--- src/rtl/safe_entry_ctrl.sv ---
// safe_entry_ctrl: keypad entry FSM with stride-filled 8x7 slot array, match check, and fail lockout.
// Define SAFE_CTRL_TIMEOUT_EN to clear a partial entry after TIMEOUT_CYCLES idle cycles.
module safe_entry_ctrl #(
  parameter int MAX_FAILS      = 3,
  parameter int LOCKOUT_CYCLES = 1000,
  parameter int TIMEOUT_CYCLES = 255
) (
  input  logic        clk,
  input  logic        rst_n,
  input  logic        in_valid,
  input  logic [6:0]  in_data,
  output logic        in_ready,
  input  logic        abort,
  input  logic        relock,
  input  logic        chk_match,
  output logic [55:0] code_word,
  output logic        code_valid,
  output logic        unlocked,
  output logic        locked_out,
  output logic [3:0]  fail_cnt
);
  localparam logic [1:0] COLLECT = 2'd0, CHECK = 2'd1, OPEN = 2'd2, LOCKOUT = 2'd3;
  localparam logic [3:0]  MF = 4'(MAX_FAILS);
  localparam logic [15:0] LC = 16'(LOCKOUT_CYCLES - 1);
  logic [1:0]  r_state;
  logic [6:0]  r_slot [8];
  logic [2:0]  r_ptr;
  logic [3:0]  r_cnt, r_fail;
  logic [15:0] r_lock;
  logic        w_accept, w_tmo_hit;
  assign in_ready   = r_state == COLLECT && !abort;
  assign w_accept   = in_valid && in_ready;
  assign code_valid = r_state == CHECK;
  assign unlocked   = r_state == OPEN;
  assign locked_out = r_state == LOCKOUT;
  assign fail_cnt   = r_fail;
  genvar k;
  generate
    for (k = 0; k < 8; k++) begin : g_cw
      assign code_word[7*k +: 7] = r_slot[k];
    end
  endgenerate
`ifdef SAFE_CTRL_TIMEOUT_EN
  localparam logic [15:0] TC = 16'(TIMEOUT_CYCLES - 1);
  logic [15:0] r_tmo;
  assign w_tmo_hit = r_state == COLLECT && r_cnt != 4'd0 && r_tmo == TC;
  always_ff @(posedge clk)
    r_tmo <= (!rst_n || r_state != COLLECT || r_cnt == 4'd0 || w_accept || abort || w_tmo_hit) ? '0 : r_tmo + 16'd1;
`else
  logic w_unused;
  assign w_unused  = |16'(TIMEOUT_CYCLES);
  assign w_tmo_hit = 1'b0;
`endif
  always_ff @(posedge clk) begin
    if (!rst_n) begin
      r_state <= COLLECT;
      r_ptr   <= '0;
      r_cnt   <= '0;
      r_fail  <= '0;
      r_lock  <= '0;
      for (int i = 0; i < 8; i++) r_slot[i] <= '0;
    end else begin
      case (r_state)
        COLLECT: begin
          if (w_accept) begin
            r_slot[r_ptr] <= in_data;
            r_ptr         <= r_ptr + 3'd5;
            r_cnt         <= r_cnt + 4'd1;
            if (r_cnt == 4'd7) r_state <= CHECK;
          end else if (abort || w_tmo_hit) begin
            r_ptr <= '0;
            r_cnt <= '0;
          end
        end
        CHECK: begin
          r_ptr <= '0;
          r_cnt <= '0;
          if (chk_match) begin
            r_state <= OPEN;
            r_fail  <= '0;
          end else if (r_fail + 4'd1 == MF) begin
            r_state <= LOCKOUT;
            r_fail  <= MF;
            r_lock  <= LC;
          end else begin
            r_state <= COLLECT;
            r_fail  <= r_fail + 4'd1;
          end
        end
        OPEN: begin
          if (relock) begin
            r_state <= COLLECT;
            r_ptr   <= '0;
            r_cnt   <= '0;
            for (int i = 0; i < 8; i++) r_slot[i] <= '0;
          end
        end
        LOCKOUT: begin
          if (r_lock == 16'd0) begin
            r_state <= COLLECT;
            r_fail  <= '0;
          end else r_lock <= r_lock - 16'd1;
        end
        default: r_state <= COLLECT;
      endcase
    end
  end
endmodule

--- config.mk ---
export PLATFORM = sky130hd
export DESIGN_NAME = safe_entry_ctrl
export DESIGN_NICKNAME = d
export VERILOG_FILES = /design/src/rtl/safe_entry_ctrl.sv
export SDC_FILE = /design/constraint.sdc
export NUM_CORES = 1
export LEC_CHECK = 0
export CAP_MARGIN = 20
export CORE_UTILIZATION = 51
export DETAILED_ROUTE_END_ITERATION = 8
export PLACE_DENSITY = 0.86
export REMOVE_ABC_BUFFERS = 1
export SLEW_MARGIN = 20
export SYNTH_ARGS = -nofsm -noshare
export SYNTH_HDL_FRONTEND = slang
export SYNTH_SLANG_ARGS = --single-unit
--- constraint.sdc ---
create_clock -name clk -period 3.25 [get_ports clk]
set_input_delay 0.975 -clock clk [delete_from_list [all_inputs] [get_ports clk]]
set_output_delay 0.975 -clock clk [all_outputs]
set_load 0.005 [all_outputs]
==> Yosys cells after proc, flatten, opt, wreduce, memory -nomap -nowiden <==
Memories as Yosys holds them, arrays and structs flattened.
Index checks and enable logic that the tools add are counted.
{ "classes": {"n_addsub": 4, "multipliers": 0, "div_mod_pow": 0, "order_cmp": 0, "n_eq_ne": 13, "shift": 0, "muxes": 43, "n_bitwise": 8, "n_reduce_logical": 12} }
{ "op_table": {"columns": ["op", "count"], "rows": [
  ["7-bit two-way mux", 9],
  ["16-bit two-way mux", 3],
  ["16-bit one-hot mux with 2 select lines", 1],
  ["4-bit two-way mux", 6],
  ["16-bit zero test", 1],
  ["16-bit by 1-bit subtractor with 16-bit output, second input constant", 1],
  ["2-bit two-way mux", 6],
  ["3-bit two-way mux", 4],
  ["4-bit one-hot mux with 3 select lines", 1],
  ["1-bit two-way mux", 10],
  ["3-bit one-hot mux with 3 select lines", 1],
  ["4-bit by 1-bit adder with 4-bit output, second input constant", 2],
  ["2-bit != test, second input constant", 4],
  ["1-bit bitwise OR", 8],
  ["2-bit one-hot mux with 4 select lines", 1],
  ["4-bit one-hot mux with 2 select lines", 1],
  ["4-bit AND reduction", 2],
  ["7-bit OR reduction", 1],
  ["2-bit by 1-bit != test with 1-bit output, second input constant", 3],
  ["2-bit == test, second input constant", 2],
  ["4-bit by 2-bit == test with 1-bit output, second input constant", 1],
  ["4-bit by 3-bit == test with 1-bit output, second input constant", 1],
  ["3-bit adder, second input constant", 1],
  ["3-bit != test, second input constant", 1],
  ["8 further kinds", 9]
]} }
{ "totals": {"reg_bits": 29, "latchBits": 0, "mem_bits_rw": 56, "rom_bits": 0, "in_bits": 13, "output_inout_bits": 64, "elab_cells": 86, "mem_count": 1} }
{ "memory_table": {"columns": ["memory", "depth", "width", "read_ports", "rd_ports_with_merged_regs", "write_ports", "line_no", "text"], "rows": [
  ["r_slot", 8, 7, 8, 0, 8, "26", "logic [6:0] r_slot [8];"]
]} }

==> Depth between registers and ports, before layout <==
{ "logic_depth": {"depth_word": 9, "depth_mapped": 8, "ltp_nobuf": 7} }

==> Worst setup path after synthesis <==
Ideal clock, no wire load.
{ "synth_timing": {"path_kind": "input to register", "from": "input abort", "to": "memory r_slot[2][0] (enable)", "setup_ns": 0.381, "arrival_time_ns": 2.297, "required_ns": 2.869, "path_slack_ns": 0.573, "stages": 5, "path_buffers": 1, "cell_sequence": "nor2b_1 -> nand2_1 -> or3_1 -> clkbuf_1 -> o21ai_0"} }
{ "synth_rtl": {"columns": ["element", "line_no", "text"], "rows": [
  ["start: declaration", "13", "input logic abort,"],
  ["end: declaration", "26", null]
]} }

==> Worst setup path after layout <==
{ "layout_timing": {"from": "input abort", "to": "output in_ready"} }
{ "layout_via": {"elab_chain_cells": 2} }
{ "layout_rtl": {"columns": ["element", "line_no", "text"], "rows": [
  ["1-bit zero test", "31", "assign in_ready = r_state == COLLECT && !abort;"],
  ["1-bit logical AND", "31", null],
  ["end: declaration", "12", "output logic in_ready,"]
]} }
No other way between the ends.

==> metrics.yaml <==
yosys:
  syn-cell-area_um2: 3870
  ys_types: 57
  seq_area_frac_synth_pct: 58.5
  synth_cells: 344
  post-synth-top-count-cell: "and2_1"
  synth_top_area_share_pct: 43.5
  syn_area_per_cell_um2: 11.2
  netlist_top_cells_count: "and2_1 (57), edfxtp_1 (56), dfxtp_1 (29)"
  synth-edff-count: 56
  yosys_warnings: 0
  synth-seq-cells: 85
  yosys.area.top_type: "edfxtp_1"
  async_flop_share_pct: 0
  synth_flop_cell: "edfxtp_1"
  synth_area_leaders: "edfxtp_1 (43%), dfxtp_1 (15%), and2_1 (9.2%), ha_1 (2.9%), nor2_1 (2.5%)"
cells_and_area:
  drive_gt1_share_pct: 9.64
  fill_cells: 551
  stdcell_area_um2: 5100
  final_cells: 545
  antenna_cells: 0
  syn2layout_area_growth_pct: 31.9
  finish.utilization_pct: 70.0
  multi_input_area_um2: 1540
  nets: 463
  seq_area_um2: 2260
grt:
  overflow: 0
  grt_max_degree: 23
  antenna_found_initial: 0
  grt_pass1_wl_um: 14400
  first_global_vias: 2885
  grtUsageTotal_pct: 24.4
critical_path:
  crit_slowest_cell: "clkdlybuf4s50_1"
  startpoint_type: "primary input"
  cpLargestDelayFamily: "buffers and inverters"
  path_max_fanout: 3
  path_cells: "clkdlybuf4s50_1 -> nor2b_2 -> clkdlybuf4s50_1"
  end_kind: "output port"
  path_class: "in -> out"
  cp.required_ns: 2.27
  critPathMostFrequentCell: "clkdlybuf4s50_1"
  path_buf_inv: 2
  slowest_delay_ns: 0.54
  worstPathArrival_ns: 2.17
floorplanning:
  ios: 77
  die_h_um: 89.1
  die_w_um: 89.1
  core-area_um2: 7290
  initial_utilization_pct: 53.0
  die-area_um2: 7940
  rows: 31
sta:
  slew_headroom_pct: 60.9
  rsz0062_at_grt: "false"
  finalSetupViolCount: 0
  worst_pin_slew_ns: 0.583
  hold_violations: 0
  fin_crit_sh_pct: 96.7
  maxSlewViolCount: 0
  min_period_ns: 3.14
  max_freq_mhz: 318
  fin_tns_setup_ns: 0
  finClkSkew_ns: 0.00750
clock_tree:
  cts_tree: "built"
  cts_buffer_depth: 2
  clk_pin_slew_ns: 0.08
  postCtsHoldBufs: 0
  clock_sinks: 85
  insertion_delay_ns: 0.35
  post_cts_buffers: 0
  cts_buffers: 9
  htree_levels: 3
  cts-root-buf: "clkbuf_8"
power:
  p_leak_nw: 1.91
  p_sw_mw: 0.507
  p_sw_share_pct: 21.6
  power_mw: 2.35
  pwr-share-seq_pct: 51.6
  powerDensity_nw_per_um2: 460
  peakVddDrop_mv: 0.260
  intPower_mw: 1.84
  pwr-share-comb_pct: 9.5
  p_clk_share_pct: 38.9
detailed_routing:
  dr.first_iter.drc_count: 158
  routed_via_density: 5.62
  dr.pass1.iters: 5
  num_vias: 3063
  routed_wl_um: 9030
  drc: 0
  antenna_left: 0
  wl_per_cell_um: 16.6
worst_hold_path:
  hold_path.class: "reg -> reg"
placed_design:
  place_area_um2: 4850
  port-buffer-count: 76
  dp_hpwl_um: 6730
  dpl.cell_count: 529
  gp_congestion: 0.934
run_status:
  status: "complete, no violations"
job:
  maxCapViolCount: 0
==> layout make-up <==
type / count / area share (%)
sequential: 85 / 44.3
timing repair buffer: 93 / 17.4
multi-input combinational: 241 / 30.1
tap: 99 / 2.43
inverter: 11 / 0.809
clock inverter: 5 / 2.11
clock buffer: 11 / 2.77
==> flip-flops by register name, indices dropped and copies added, names as in the netlist <==
name      cells
r_state       2
r_cnt         4
r_ptr         3
r_slot       56
fail_cnt      4
r_lock       16
==> cell usage in the layout, fill, tap and decap left out, types with 5 or more instances in the layout <==
cell type and count:
nand2b_1 7, clkdlybuf4s50_1 76, a21oi_1 13, inv_1 11, o32ai_1 5, buf_4 17, o21ai_0 15, nor3_1 10
or3_1 6, dfxtp_1 29, edfxtp_1 56, nand2_1 20, nand3_1 8, and2_1 57, ha_1 9, nor2_1 26
clkbuf_8 10, nor4_1 5
==> through the flow <==
step                      setup slack [ns]  hold slack [ns]
after floorplan                      0.618            0.465
after global placement              0.0909            0.482
after detailed placement            0.0484            0.489
after CTS                           0.0447            0.502
after global routing                0.0777            0.523
final                                0.107            0.498
==> cell families after synthesis <==
group	Yosys count	share of synthesized area (%)
multiplexers	2	0.518
AO/OA/AOI/OAI	64	11.4
buffers and inverters	18	1.81
adder cells (fa/ha/maj)	9	2.91
XOR/XNOR	4	0.906
AND/OR/NAND/NOR	162	24.0
flip-flops	85	58.5
==> worst reg2reg max path: stages, from the launching register on <==
cell and delay, ns:
dfxtp_1 0.34, inv_1 0.08, ha_1 0.34, inv_1 0.14, or3_1 0.37, a2bb2oi_1 0.16, buf_4 0.20, or4_1 0.51
a21oi_1 0.15
==> timing repair <==
action | CTS | global route
setup endpoints to repair | 0 | 1
resized for setup | 0 | 1
endpoints found under the hold margin | 0 | 0
==> power groups by stage <==
stage          combinational [mW]  clock [mW]  sequential (mW)
2_1_floorplan              0.0790           0             1.24
3_3_place_gp                0.213           0             1.24
3_5_place_dp                0.222           0             1.24
4_1_cts                     0.223       0.921             1.21
5_1_grt                     0.243       0.961             1.22
6_report                    0.223       0.913             1.21
==> routing by layer <==
layer	routed length, um	up-vias	track usage [%]
met2	4560	139	43.4
li1	-	1460	-
met4	182	0	10.1
met1	3680	1451	29.3
met3	603	13	4.43
met5	0	-	0
==> worst paths after layout <==
check,start,endpoint,slack [ns],depth (start not counted)
worst max register to register,r_state[1],r_lock[15],0.89,8
worst min-delay path,r_state[1],r_state[1],0.50,2
worst max-delay path,abort,in_ready,0.11,3
worst min register to register,r_state[1],r_state[1],0.50,2
(Power assumes the default switching activity.)
==> edit: new RTL, same flow settings <==
The option `SAFE_CTRL_TIMEOUT_EN` is turned on by a define.
--- a/src/rtl/safe_entry_ctrl.sv
+++ b/src/rtl/safe_entry_ctrl.sv
@@ -1,5 +1,7 @@
 // safe_entry_ctrl: keypad entry FSM with stride-filled 8x7 slot array, match check, and fail lockout.
 // Define SAFE_CTRL_TIMEOUT_EN to clear a partial entry after TIMEOUT_CYCLES idle cycles.
+`define SAFE_CTRL_TIMEOUT_EN
+
 module safe_entry_ctrl #(
   parameter int MAX_FAILS      = 3,
   parameter int LOCKOUT_CYCLES = 1000,
Check against the original RTL: same outputs for any inputs over 4 cycles, from zero or initial values and one cycle with rst_n low; that may be too few to reach the edited logic, so the function may still have changed.
==> edit against the original RTL <==
  * Combinational power grew 2%
  * Fmax grew 2.3%
  * Worst setup slack gained 0.072 ns
  * Sequential cell count grew 16
  * Utilization shrank 3.9 points
  * Sequential power grew 17%
  * Clock skew grew 0.0051 ns
  * Via count grew 18%
  * Area after synthesis grew 21%
  * Cell area grew 14%
  * Power grew 1.7%
  * Count of clock-buffer cells in the layout shrank 2
  * Highest routed layer unchanged
  * Routed wire length grew 12%
==> edit: results <==
[run_status]
status = "finished clean"

[critical_path]
r2r_start = "r_lock[0]"
worstReg2RegEnd = "fail_cnt[3]"
reg2reg_depth = 7
r2r_slack_ns = 0.82

[global_routing]
use_met3_pct = 4.96
grt_pass1_wl_microns = 17000
use_met2_pct = 35.9
grtUsageMet1_pct = 30.4
grt.total_usage_pct = 22.3
grt_pass1_vias = 3403

[synthesis]
synth-compound-area-share_pct = 10.6
yosys.area_share.xor_xnor_pct = 2.63
netlist_top_cells_area = "edfxtp_1 (36%), dfxtp_1 (19%), and2_1 (7.5%)"
synth.area.mux_share_pct = 0.913
seq_area_frac_synth_pct = 55.4
netlist_instances = 436
synth_top_cells_by_count = "and2_1 (56), edfxtp_1 (56), dfxtp_1 (45), nor2_1 (45), nand2_1 (27)"
synth_fa_ha_area_share_pct = 3.22
ys_types = 52

[placed_design]
dp_slack_ns = 0.183
place_congestion = 0.824
placed_cell_area_sq_um = 5610
hpwl_microns = 7430
dp_cells = 622

[layout]
multi_input_area_sq_um = 1990
fin_nets = 550
top_regs = "r_slot: 56 flops, r_lock: 16 flops, r_tmo: 16 flops"
fin_cells = 638

[drt]
drt_iter0_markers = 221
dr_wl_met2_microns = 4750
viasPerCell = 5.67
wl_met1_microns = 4550
dr.pass1.iters = 4

[hold_path]
hold_path_end = "r_tmo[0]"
hold_path_depth = 1
min-delay-start = "r_tmo[0]"

[sta]
fin_hold_ws_ns = 0.491
worstMarginPinSlew_ns = 0.570
fin_skew_ns = 0.0126

[power_and_ir_drop]
pg_clk_mw = 0.753
peakVddDrop_mv = 0.205
p_seq_share_pct = 58.9

[clock_network]
clk_latency_ns = 0.37
[edit: changes by cell type in the layout (fill, tap and decap cells not counted), sizes merged, moves of 7 or more]
cell / delta
nand2: +7
nor2: +19
dfxtp: +16
nand3: +12
[edit: worst max-delay path by stage]
stage          start            to  slack [ns]  depth (start not counted)
6_report       abort      in_ready        0.18                          3
5_1_grt        abort      in_ready         0.1                          3
4_1_cts        abort      in_ready        0.17                          3
3_5_place_dp   abort      in_ready        0.18                          3
3_3_place_gp   abort      in_ready        0.20                          3
2_1_floorplan  abort  r_slot[2][0]        0.82                          3
[edit: final cells by class]
| type | instances | area share, % |
|---|---|---|
| Clock buffer | 9 | 2.14 |
| Tap cell | 108 | 2.33 |
| Sequential cell | 101 | 44.6 |
| Clock inverter | 7 | 1.02 |
| Inverter | 10 | 0.648 |
| Timing Repair Buffer | 90 | 14.9 |
| Multi-Input combinational cell | 313 | 34.3 |
[edit: critical path: stages]
cell and delay, ns:
clkdlybuf4s50_1 0.44, nor2b_1 0.16, clkdlybuf4s50_1 0.53
